### config.mk
export PLATFORM = sky130hd
export DESIGN_NAME = alu_operand_stage_flat
export DESIGN_NICKNAME = d
export VERILOG_FILES = /design/src/rtl/alu_operand_stage_if.sv /design/src/rtl/alu_operand_stage.sv /design/src/flat_wrapper.sv
export SDC_FILE = /design/constraint.sdc
export NUM_CORES = 1
export LEC_CHECK = 0
export BUFFER_PORTS_ARGS = -buffer_cell sky130_fd_sc_hd__buf_2
export CAP_MARGIN = 15
export CORE_UTILIZATION = 35
export CTS_CLUSTER_DIAMETER = 200
export DETAILED_ROUTE_END_ITERATION = 16
export SYNTH_ARGS = -nofsm -noshare
export SYNTH_HDL_FRONTEND = slang
export SYNTH_SLANG_ARGS = --single-unit
### constraint.sdc
create_clock -name clk -period 1.6 [get_ports clk]
set_input_delay 0.24 -clock clk [delete_from_list [all_inputs] [get_ports clk]]
set_output_delay 0.24 -clock clk [all_outputs]
set_load 0.1 [all_outputs]
### src/rtl/alu_operand_stage_if.sv
// Handshake and data bundle for the ALU operand-select stage.
// master = upstream/consumer side that drives the selection and out_ready; slave = the stage.
interface alu_operand_stage_if #(
    parameter int DATA_W  = 32,
    parameter int NUM_SRC = 4
);
    localparam int SEL_W = $clog2(NUM_SRC);

    logic [NUM_SRC*DATA_W-1:0] src_data;
    logic [DATA_W-1:0]         imm_ext;
    logic [SEL_W-1:0]          a_sel;
    logic [SEL_W-1:0]          b_sel;
    logic                      b_imm_en;
    logic                      in_valid;
    logic                      in_ready;
    logic                      flush;
    logic                      out_valid;
    logic                      out_ready;
    logic [DATA_W-1:0]         op_a;
    logic [DATA_W-1:0]         op_b;
    logic                      sel_err;
    logic [1:0]                occupancy;

    modport master (
        output src_data, imm_ext, a_sel, b_sel, b_imm_en, in_valid, flush, out_ready,
        input  in_ready, out_valid, op_a, op_b, sel_err, occupancy
    );

    modport slave (
        input  src_data, imm_ext, a_sel, b_sel, b_imm_en, in_valid, flush, out_ready,
        output in_ready, out_valid, op_a, op_b, sel_err, occupancy
    );
endinterface

### src/rtl/alu_operand_stage.sv
// Registered operand-select stage: picks A/B from NUM_SRC sources (B may take the
// immediate) and holds the pair in a 2-entry skid buffer with valid/ready on both sides.
module alu_operand_stage #(
    parameter int DATA_W  = 32,
    parameter int NUM_SRC = 4
) (
    input  logic                 clk,
    input  logic                 rst_n,
    alu_operand_stage_if.slave   bus
);
    localparam int SEL_W = $clog2(NUM_SRC);

    typedef struct packed {
        logic [DATA_W-1:0] a;
        logic [DATA_W-1:0] b;
        logic              err;
    } entry_t;

    typedef enum logic [1:0] {
        EMPTY = 2'd0,
        ONE   = 2'd1,
        TWO   = 2'd2
    } state_t;

    state_t state_q, state_d;
    entry_t main_q, main_d;
    entry_t skid_q, skid_d;
    logic   out_valid_q, out_valid_d;
    logic   in_ready_q, in_ready_d;

    entry_t in_entry;
    logic   a_err, b_err;
    logic   accept, pop;

    // An unmatched select leaves the operand at zero and flags the entry.
    always_comb begin
        in_entry = '0;
        a_err    = 1'b1;
        b_err    = 1'b1;
        for (int unsigned i = 0; i < NUM_SRC; i++) begin
            if (bus.a_sel == SEL_W'(i)) begin
                in_entry.a = bus.src_data[i*DATA_W +: DATA_W];
                a_err      = 1'b0;
            end
            if (bus.b_sel == SEL_W'(i)) begin
                in_entry.b = bus.src_data[i*DATA_W +: DATA_W];
                b_err      = 1'b0;
            end
        end
        if (bus.b_imm_en) begin
            in_entry.b = bus.imm_ext;
            b_err      = 1'b0;
        end
        in_entry.err = a_err | b_err;
    end

    assign accept = bus.in_valid & in_ready_q;
    assign pop    = out_valid_q & bus.out_ready;

    always_comb begin
        state_d = state_q;
        main_d  = main_q;
        skid_d  = skid_q;
        case (state_q)
            EMPTY: begin
                if (accept) begin
                    main_d  = in_entry;
                    state_d = ONE;
                end
            end
            ONE: begin
                if (accept && pop) begin
                    main_d = in_entry;
                end else if (accept) begin
                    skid_d  = in_entry;
                    state_d = TWO;
                end else if (pop) begin
                    state_d = EMPTY;
                end
            end
            TWO: begin
                if (pop) begin
                    main_d  = skid_q;
                    state_d = ONE;
                end
            end
            default: state_d = EMPTY;
        endcase
        // Flush wins over any concurrent accept; stale data may stay in the registers.
        if (bus.flush) begin
            state_d = EMPTY;
        end
        out_valid_d = (state_d != EMPTY);
        in_ready_d  = (state_d != TWO);
    end

    always_ff @(posedge clk or negedge rst_n) begin
        if (!rst_n) begin
            state_q     <= EMPTY;
            main_q      <= '0;
            skid_q      <= '0;
            out_valid_q <= 1'b0;
            in_ready_q  <= 1'b1;
        end else begin
            state_q     <= state_d;
            main_q      <= main_d;
            skid_q      <= skid_d;
            out_valid_q <= out_valid_d;
            in_ready_q  <= in_ready_d;
        end
    end

    assign bus.in_ready  = in_ready_q;
    assign bus.out_valid = out_valid_q;
    assign bus.op_a      = main_q.a;
    assign bus.op_b      = main_q.b;
    assign bus.sel_err   = main_q.err;
    assign bus.occupancy = state_q;
endmodule

### src/flat_wrapper.sv
// flat-port wrapper written by rule: the top's interface ports become plain ports
module alu_operand_stage_flat 
#(
    parameter int DATA_W  = 32,
    parameter int NUM_SRC = 4
)
  (clk, rst_n, bus_src_data, bus_imm_ext, bus_a_sel, bus_b_sel, bus_b_imm_en, bus_in_valid, bus_flush, bus_out_ready, bus_in_ready, bus_out_valid, bus_op_a, bus_op_b, bus_sel_err, bus_occupancy);
  alu_operand_stage_if #(.DATA_W(DATA_W), .NUM_SRC(NUM_SRC)) bus_i ();
  input  logic clk;
  input  logic rst_n;
  input wire logic [$bits(bus_i.src_data)-1:0] bus_src_data;
  input wire logic [$bits(bus_i.imm_ext)-1:0] bus_imm_ext;
  input wire logic [$bits(bus_i.a_sel)-1:0] bus_a_sel;
  input wire logic [$bits(bus_i.b_sel)-1:0] bus_b_sel;
  input wire logic [$bits(bus_i.b_imm_en)-1:0] bus_b_imm_en;
  input wire logic [$bits(bus_i.in_valid)-1:0] bus_in_valid;
  input wire logic [$bits(bus_i.flush)-1:0] bus_flush;
  input wire logic [$bits(bus_i.out_ready)-1:0] bus_out_ready;
  output wire logic [$bits(bus_i.in_ready)-1:0] bus_in_ready;
  output wire logic [$bits(bus_i.out_valid)-1:0] bus_out_valid;
  output wire logic [$bits(bus_i.op_a)-1:0] bus_op_a;
  output wire logic [$bits(bus_i.op_b)-1:0] bus_op_b;
  output wire logic [$bits(bus_i.sel_err)-1:0] bus_sel_err;
  output wire logic [$bits(bus_i.occupancy)-1:0] bus_occupancy;
  assign bus_i.src_data = bus_src_data;
  assign bus_i.imm_ext = bus_imm_ext;
  assign bus_i.a_sel = bus_a_sel;
  assign bus_i.b_sel = bus_b_sel;
  assign bus_i.b_imm_en = bus_b_imm_en;
  assign bus_i.in_valid = bus_in_valid;
  assign bus_i.flush = bus_flush;
  assign bus_i.out_ready = bus_out_ready;
  assign bus_in_ready = bus_i.in_ready;
  assign bus_out_valid = bus_i.out_valid;
  assign bus_op_a = bus_i.op_a;
  assign bus_op_b = bus_i.op_b;
  assign bus_sel_err = bus_i.sel_err;
  assign bus_occupancy = bus_i.occupancy;
  alu_operand_stage #(.DATA_W(DATA_W), .NUM_SRC(NUM_SRC)) u_core (.clk(clk), .rst_n(rst_n), .bus(bus_i));
endmodule
==> results of run 1 <==
[final cells by class]
cell class | instances | area (um2) | share of cell area
diodes | 2 | 5.00 | 0.000453
clock buffers | 17 | 425 | 0.0385
clock inverters | 15 | 178 | 0.0161
inverters | 2 | 7.51 | 0.000680
multi-input cells | 438 | 4200 | 0.380
flip-flops and latches | 134 | 3370 | 0.305
well taps | 270 | 338 | 0.0306
repair buffers | 333 | 2520 | 0.228
[state kept, by name, indices dropped and copies added (netlist names)]
signal                count
u_core.bus.in_ready       1
u_core.bus.occupancy      2
u_core.bus.op_a          32
u_core.bus.op_b          32
u_core.bus.out_valid      1
u_core.bus.sel_err        1
u_core.skid_q            65
[power groups by stage]
stage	Clock (uW)	Combinational, uW	Sequential (uW)
after floorplan	0	2100	9150
after global placement	0	7450	5450
after detailed placement	0	7550	5460
after CTS	4090	7740	5430
after global routing	4250	8820	5690
final	4060	8430	5550
[per-layer routing]
layer | share of wire | up-vias
met5 | 0 | -
met4 | 0.017 | 0
met3 | 0.057 | 29
met2 | 0.49 | 248
met1 | 0.44 | 3264
li1 | - | 2944
[worst max path at each step]
stage | startpoint | end | depth (start not counted)
global route | u_core.bus.occupancy[0]$_DFF_PN0_ | u_core.bus.op_a[23]$_DFFE_PN0P_ | 7
CTS | u_core.bus.occupancy[0]$_DFF_PN0_ | u_core.bus.op_b[11]$_DFFE_PN0P_ | 5
finish | u_core.bus.occupancy[0]$_DFF_PN0_ | u_core.bus.op_b[6]$_DFFE_PN0P_ | 6
detailed placement | bus_b_sel[0] | u_core.bus.op_b[13]$_DFFE_PN0P_ | 6
global placement | bus_b_sel[0] | u_core.bus.op_b[16]$_DFFE_PN0P_ | 6
floorplan | u_core.bus.in_ready$_DFF_PN1_ | u_core.bus.op_b[10]$_DFFE_PN0P_ | 6
[synthesized netlist by cell type, types with 2 or more instances]
| library cell | number | share of area |
|---|---|---|
| mux2i_1 | 32 | 0.044 |
| buf_6 | 4 | 0.0061 |
| a211oi_1 | 34 | 0.035 |
| clkbuf_1 | 18 | 0.0092 |
| nand2_1 | 68 | 0.035 |
| a21oi_1 | 65 | 0.044 |
| dfrtp_1 | 133 | 0.45 |
| buf_1 | 3 | 0.0015 |
| inv_1 | 2 | 0.0010 |
| buf_2 | 30 | 0.020 |
| mux2_2 | 32 | 0.049 |
| mux4_2 | 64 | 0.20 |
| nor2_1 | 67 | 0.034 |
| a21o_1 | 32 | 0.033 |
| o21ai_0 | 32 | 0.022 |
[per-stage QoR]
step | setup TNS [ps] | setup WS (ps) | cell area [um2] | utilization
6_report | -6840 | -121 | 11000 | 0.542
2_1_floorplan | -15310 | -228 | 7440 | -
3_3_place_gp | -6550 | -161 | 9390 | 0.461
4_1_cts | -1740 | -79.2 | 10200 | 0.503
3_5_place_dp | -8300 | -159 | 9390 | 0.461
5_1_grt | -11480 | -168 | 11000 | 0.542
[critical path: stages (launching register included)]
cell and delay (ps):
dfrtp_4 500, buf_6 130, nand2b_4 190, o32a_4 340
clkbuf_16 220, a211oi_2 140, a21o_1 120
[cells in the final DEF (no fill, tap or decap), types with 3 or more instances in the layout]
cell type / netlist / final
clkinv_2: 0 / 4
nor2_2: 0 / 15
o21ai_1: 0 / 29
nand2_1: 68 / 64
dfrtp_4: 0 / 3
bufinv_16: 0 / 3
mux4_2: 64 / 64
nor2_4: 0 / 6
clkbuf_16: 0 / 26
a21oi_2: 0 / 22
clkinv_4: 0 / 3
inv_6: 0 / 3
buf_6: 4 / 18
buf_4: 1 / 44
nor2_1: 67 / 47
a21oi_1: 65 / 37
buf_8: 0 / 3
a211oi_2: 0 / 32
dfrtp_1: 133 / 130
mux2i_1: 32 / 32
buf_2: 30 / 233
mux2_2: 32 / 32
a21o_1: 32 / 32
a21oi_4: 0 / 6
buf_12: 0 / 21
[cell families (layout without fill, tap and decap cells)]
logic type                Yosys count  after routing  share of synthesized area
buffers and inverters              58            367                     0.0394
xor gates and xnor gates            1              1                    0.00119
DFF                               134            134                      0.457
and+or+nand+nor                   138            139                     0.0719
other                               0              2                          0
AOI/OAI and AO/OA                 168            170                      0.141
muxes                             128            128                      0.289
[timing repair]
action,4_1_cts,5_1_grt
gates resized for setup,26,95
gates cloned,4,17
hold buffers,1,0
hold endpoints to repair,134,0
setup endpoints to repair,90,103
setup buffers,2,9
pin swaps,1,11
==> reports/metrics.cfg, run 1 <==
[status]
status = finished, violations left
violations = setup timing

[synth]
netlist_instances = 627
yosysSeqAreaShare = 0.457
ys_ff_latch = 134
syn-num-nets = 797
postSynthAreaPerCell_um2 = 11.7
synth_enable_flop_cells = 0
synth-main-ff-cell = dfrtp_1
async_flop_share = 1.00
yosysUniqueCellTypes = 26
ys_warn_count = 0
syn_area_mm2 = 0.00734

[routing]
routedWlPerCell_um = 20.9
drtIter0Drc = 315
viasPerCell = 5.36
vias = 6485
drtPass1Iterations = 4
antenna_left = 0
routed_wl_mm = 25.3
drc = 0

[die]
die_h_um = 147
core_mm2 = 0.0204
dieArea_mm2 = 0.0216
ios = 239
initial_core_util = 0.360
placementRows = 52
die_w_um = 147

[critical_path]
reg2regPathDepth = 6
reg2reg_slack_ps = -120
critPathRequiredTime_ps = 1960
r2r_start = u_core.bus.occupancy[0]$_DFF_PN0_
critPathLaunchType = flop
arrival_ps = 2080
worstPathMaxFanout = 6
crit_path_end_kind = flop
critical_path_class = reg2reg
worst_r2r_endpoint = u_core.bus.op_b[6]$_DFFE_PN0P_

[clocking]
cts.htree.levels = 4
clockBufferDepth = 2
cts_tree = done
numCtsBuffers = 17
cts_root_buf = clkbuf_16
clock_sinks = 134
clk_pin_slew_ps = 60
clk_latency_ps = 430

[global_routing]
first_global_vias = 6367
use_met3 = 0.0460
use_met1 = 0.289
grt_pass1_wl_mm = 34.9
globalRouteMet2Util = 0.338
antenna_found_initial = 2
grt_max_degree = 63
grt_overflow = 0
grt_usage = 0.212
top_usage_layer = met2

[power]
pwr-share-comb = 0.467
total_leakage_power_uw = 0.00523
power.internal_uw = 9650
power.total_uw = 18000
clockPowerShare = 0.225
sequentialPowerShare = 0.307
p_sw_frac = 0.465
p_sw_uw = 8400
power.density_mw_per_mm2 = 1630
ir_drop_mv = 0.888

[min_path]
hold_start = bus_flush
hold-path-cell-count = 2
min_to = u_core.bus.occupancy[0]$_DFF_PN0_
min-delay-path-class = in2reg

[final_layout]
stdcell_count = 1211
num-fill-cells = 1729
nets = 1096
drive_above_1_share = 0.593
area_growth_pct = 50.4

[place]
port_buffers = 238
finalWeightedCongestion = 0.757
place_hpwl_mm = 14.9
placed_cells_incl_taps = 1144

[timing]
rsz0062_at_grt = yes
relSlewSlack = 0.655
drv_slew = 0
hold_viol = 0
period_share = 1.08
fin_worst_skew_ps = 8.49
fmax_mhz = 581
fin_crit_ps = 1720
worst_pin_slew_ps = 521
fin_ws_ps = -121
setup_viol = 112
worst_hold_slack_ps = 14.2

[run]
max_cap_violations = 0

(Power assumes the default switching activity.)
==> run 2, diff against run 1 <==
GPL_TIMING_DRIVEN = 0   (was not set)
==> reports/metrics.cfg, run 2 (same netlist as run 1, synthesis figures left out) <==
[status]
status = finished, violations left
violations = setup timing

[clocking]
clk_pin_slew_ps = 60  ; about the same
clock_sinks = 134  ; unchanged
cts_root_buf = clkbuf_16
clk_latency_ps = 420  ; about the same
cts.htree.levels = 4  ; unchanged
clockBufferDepth = 2  ; unchanged
cts_tree = done
numCtsBuffers = 17  ; unchanged

[routing]
drc = 0  ; unchanged
viasPerCell = 5.32  ; -0.63%
drtIter0Drc = 249  ; -21%
antenna_left = 0  ; unchanged
routed_wl_mm = 23.7  ; -6.4%
vias = 6274  ; -3.3%
routedWlPerCell_um = 20.1  ; -3.9%
drtPass1Iterations = 5  ; +1

[global_routing]
grt_overflow = 0  ; unchanged
globalRouteMet2Util = 0.358  ; +0.0201
top_usage_layer = met2
grt_pass1_wl_mm = 36.3  ; +3.8%
grt_usage = 0.225  ; +0.0127
antenna_found_initial = 0  ; -2
use_met1 = 0.312  ; +0.0229
first_global_vias = 6323  ; -0.69%
use_met3 = 0.0432  ; -0.00280
grt_max_degree = 72  ; +14%

[critical_path]
crit_path_end_kind = flop
slowest_stage = dfrtp_4
critical_path_class = reg2reg
reg2regPathDepth = 6  ; unchanged
arrival_ps = 2050  ; -30 ps
critPathRequiredTime_ps = 1910  ; -50 ps
worst_r2r_endpoint = u_core.bus.op_b[11]$_DFFE_PN0P_
crit_start = u_core.bus.occupancy[0]$_DFF_PN0_
endpoint = u_core.bus.op_b[11]$_DFFE_PN0P_
crit_top_cell = buf_12
r2r_start = u_core.bus.occupancy[0]$_DFF_PN0_
critPathLaunchType = flop
worstPathCellList = a21boi_4 > o32a_1 > buf_6 > buf_12 > buf_12 > a21o_1
reg2reg_slack_ps = -150  ; -30 ps
critical_path.max_stage_delay_ps = 490  ; about the same
worstPathMaxFanout = 10  ; +4

[final_layout]
ff_latch_area_mm2 = 0.00337  ; unchanged
nets = 1066  ; -2.7%
utilization = 0.496  ; -0.0458
top_register = u_core.skid_q
stdcell_count = 1179  ; -2.6%
multi_input_area_mm2 = 0.00388  ; -7.5%
num-fill-cells = 1837  ; +6.2%
drive_above_1_share = 0.516  ; -0.0772
area_growth_pct = 37.7
final_cell_mix = buf_2 (243), dfrtp_1 (130), nand2_1 (66), mux4_2 (64), nor2_1 (60)
num_antenna_cells = 0  ; -2
largest_reg_flops = 65  ; unchanged
final_common_cell = buf_2

[place]
finalWeightedCongestion = 0.786  ; +3.8%
placed_cells_incl_taps = 1133  ; -0.96%
place_hpwl_mm = 17.0  ; +14%
port_buffers = 235  ; -1.3%

[power]
ir_drop_mv = 0.922  ; +3.9%
power.density_mw_per_mm2 = 1710  ; +4.8%
total_leakage_power_uw = 0.00485  ; -7.3%

[timing]
setup_viol = 124  ; +11%
hold_viol = 0  ; unchanged
fin_ws_ps = -149  ; -27.3 ps
rsz0062_at_grt = yes
relSlewSlack = 0.495  ; -0.161
fin_crit_ps = 1750  ; +27.3 ps
fin_worst_skew_ps = 8.74  ; +0.250 ps
period_share = 1.09  ; +0.0170
fmax_mhz = 572  ; -1.6%
drv_slew = 0  ; unchanged
worst_pin_slew_ps = 758  ; +237 ps

[run]
max_cap_violations = 0  ; unchanged

[die]
core_mm2 = 0.0204  ; unchanged
placementRows = 52  ; unchanged
die_h_um = 147  ; unchanged
dieArea_mm2 = 0.0216  ; unchanged
initial_core_util = 0.360  ; unchanged
die_w_um = 147  ; unchanged
ios = 239  ; unchanged

[min_path]
min-delay-path-class = in2reg

## run 2: changes by cell type in the layout (fill, tap and decap cells not counted), sizes merged, moves of 2 or more
| cell | delta |
|---|---|
| buf | -37 |
| clkbuf | +10 |
| diode | -2 |
| o32a | -2 |
## run 2: final cells by class
cell class | instances | area share
flip-flops and latches | 134 | 0.333
multi-input cells | 435 | 0.384
plain buffers | 56 | 0.0494
clock inverters | 15 | 0.0175
repair buffers | 250 | 0.139
clock buffers | 17 | 0.0421
inverters | 2 | 0.000743
well taps | 270 | 0.0334
## run 2: routing by layer
metal  vias to the layer above  part of all wire
met2                       199              0.48
met5                         -                 0
met1                      3181              0.46
met4                         0             0.011
met3                        19             0.049
li1                       2875                 -
## run 2: critical path: cells and delay by family, from the launching register on
family,cells,cell delay (ps)
compound gates,3,680
buf+inv,3,450
flops,1,490
## run 2: worst min-delay path by stage
stage                          from                           endpoint  slack [ps]  cells after the start
global route        bus_imm_ext[28]      u_core.skid_q[29]$_DFFE_PN0P_         150                      3
detailed placement            rst_n  u_core.bus.occupancy[1]$_DFF_PN0_         270                      1
CTS                 bus_imm_ext[23]      u_core.skid_q[24]$_DFFE_PN0P_         120                      3
finish              bus_imm_ext[23]      u_core.skid_q[24]$_DFFE_PN0P_         130                      3
global placement          bus_flush  u_core.bus.occupancy[0]$_DFF_PN0_         440                      2
floorplan                     rst_n     u_core.bus.op_a[0]$_DFFE_PN0P_         -60                      0
## run 2: timing repair
action	in CTS	in global routing
buffers inserted	6	2
hold endpoints to repair	64	0
pin swaps	1	0
resized for setup	55	47
hold buffers	2	0
gates cloned	2	2
endpoints found under the setup margin	117	131
## run 2: where the power goes
part	switching [uW]	total [uW]	internal, uW
logic	5710	7820	2100
registers	749	5460	4710
clock network	1580	4030	2460
total	8040	17300	9270
## run 2: metrics by stage
stage,TNS [ps],area (um2),worst slack (ps),power [uW],hold WS [ps]
after floorplan,-15310,7440,-228,11300,-55.6
after CTS,-7890,9890,-150,17200,118
after global routing,-16570,10100,-215,18100,146
final,-7990,10100,-149,17300,127
after global placement,-253030,8960,-2140,12800,441
after detailed placement,-26730,8990,-447,12900,269
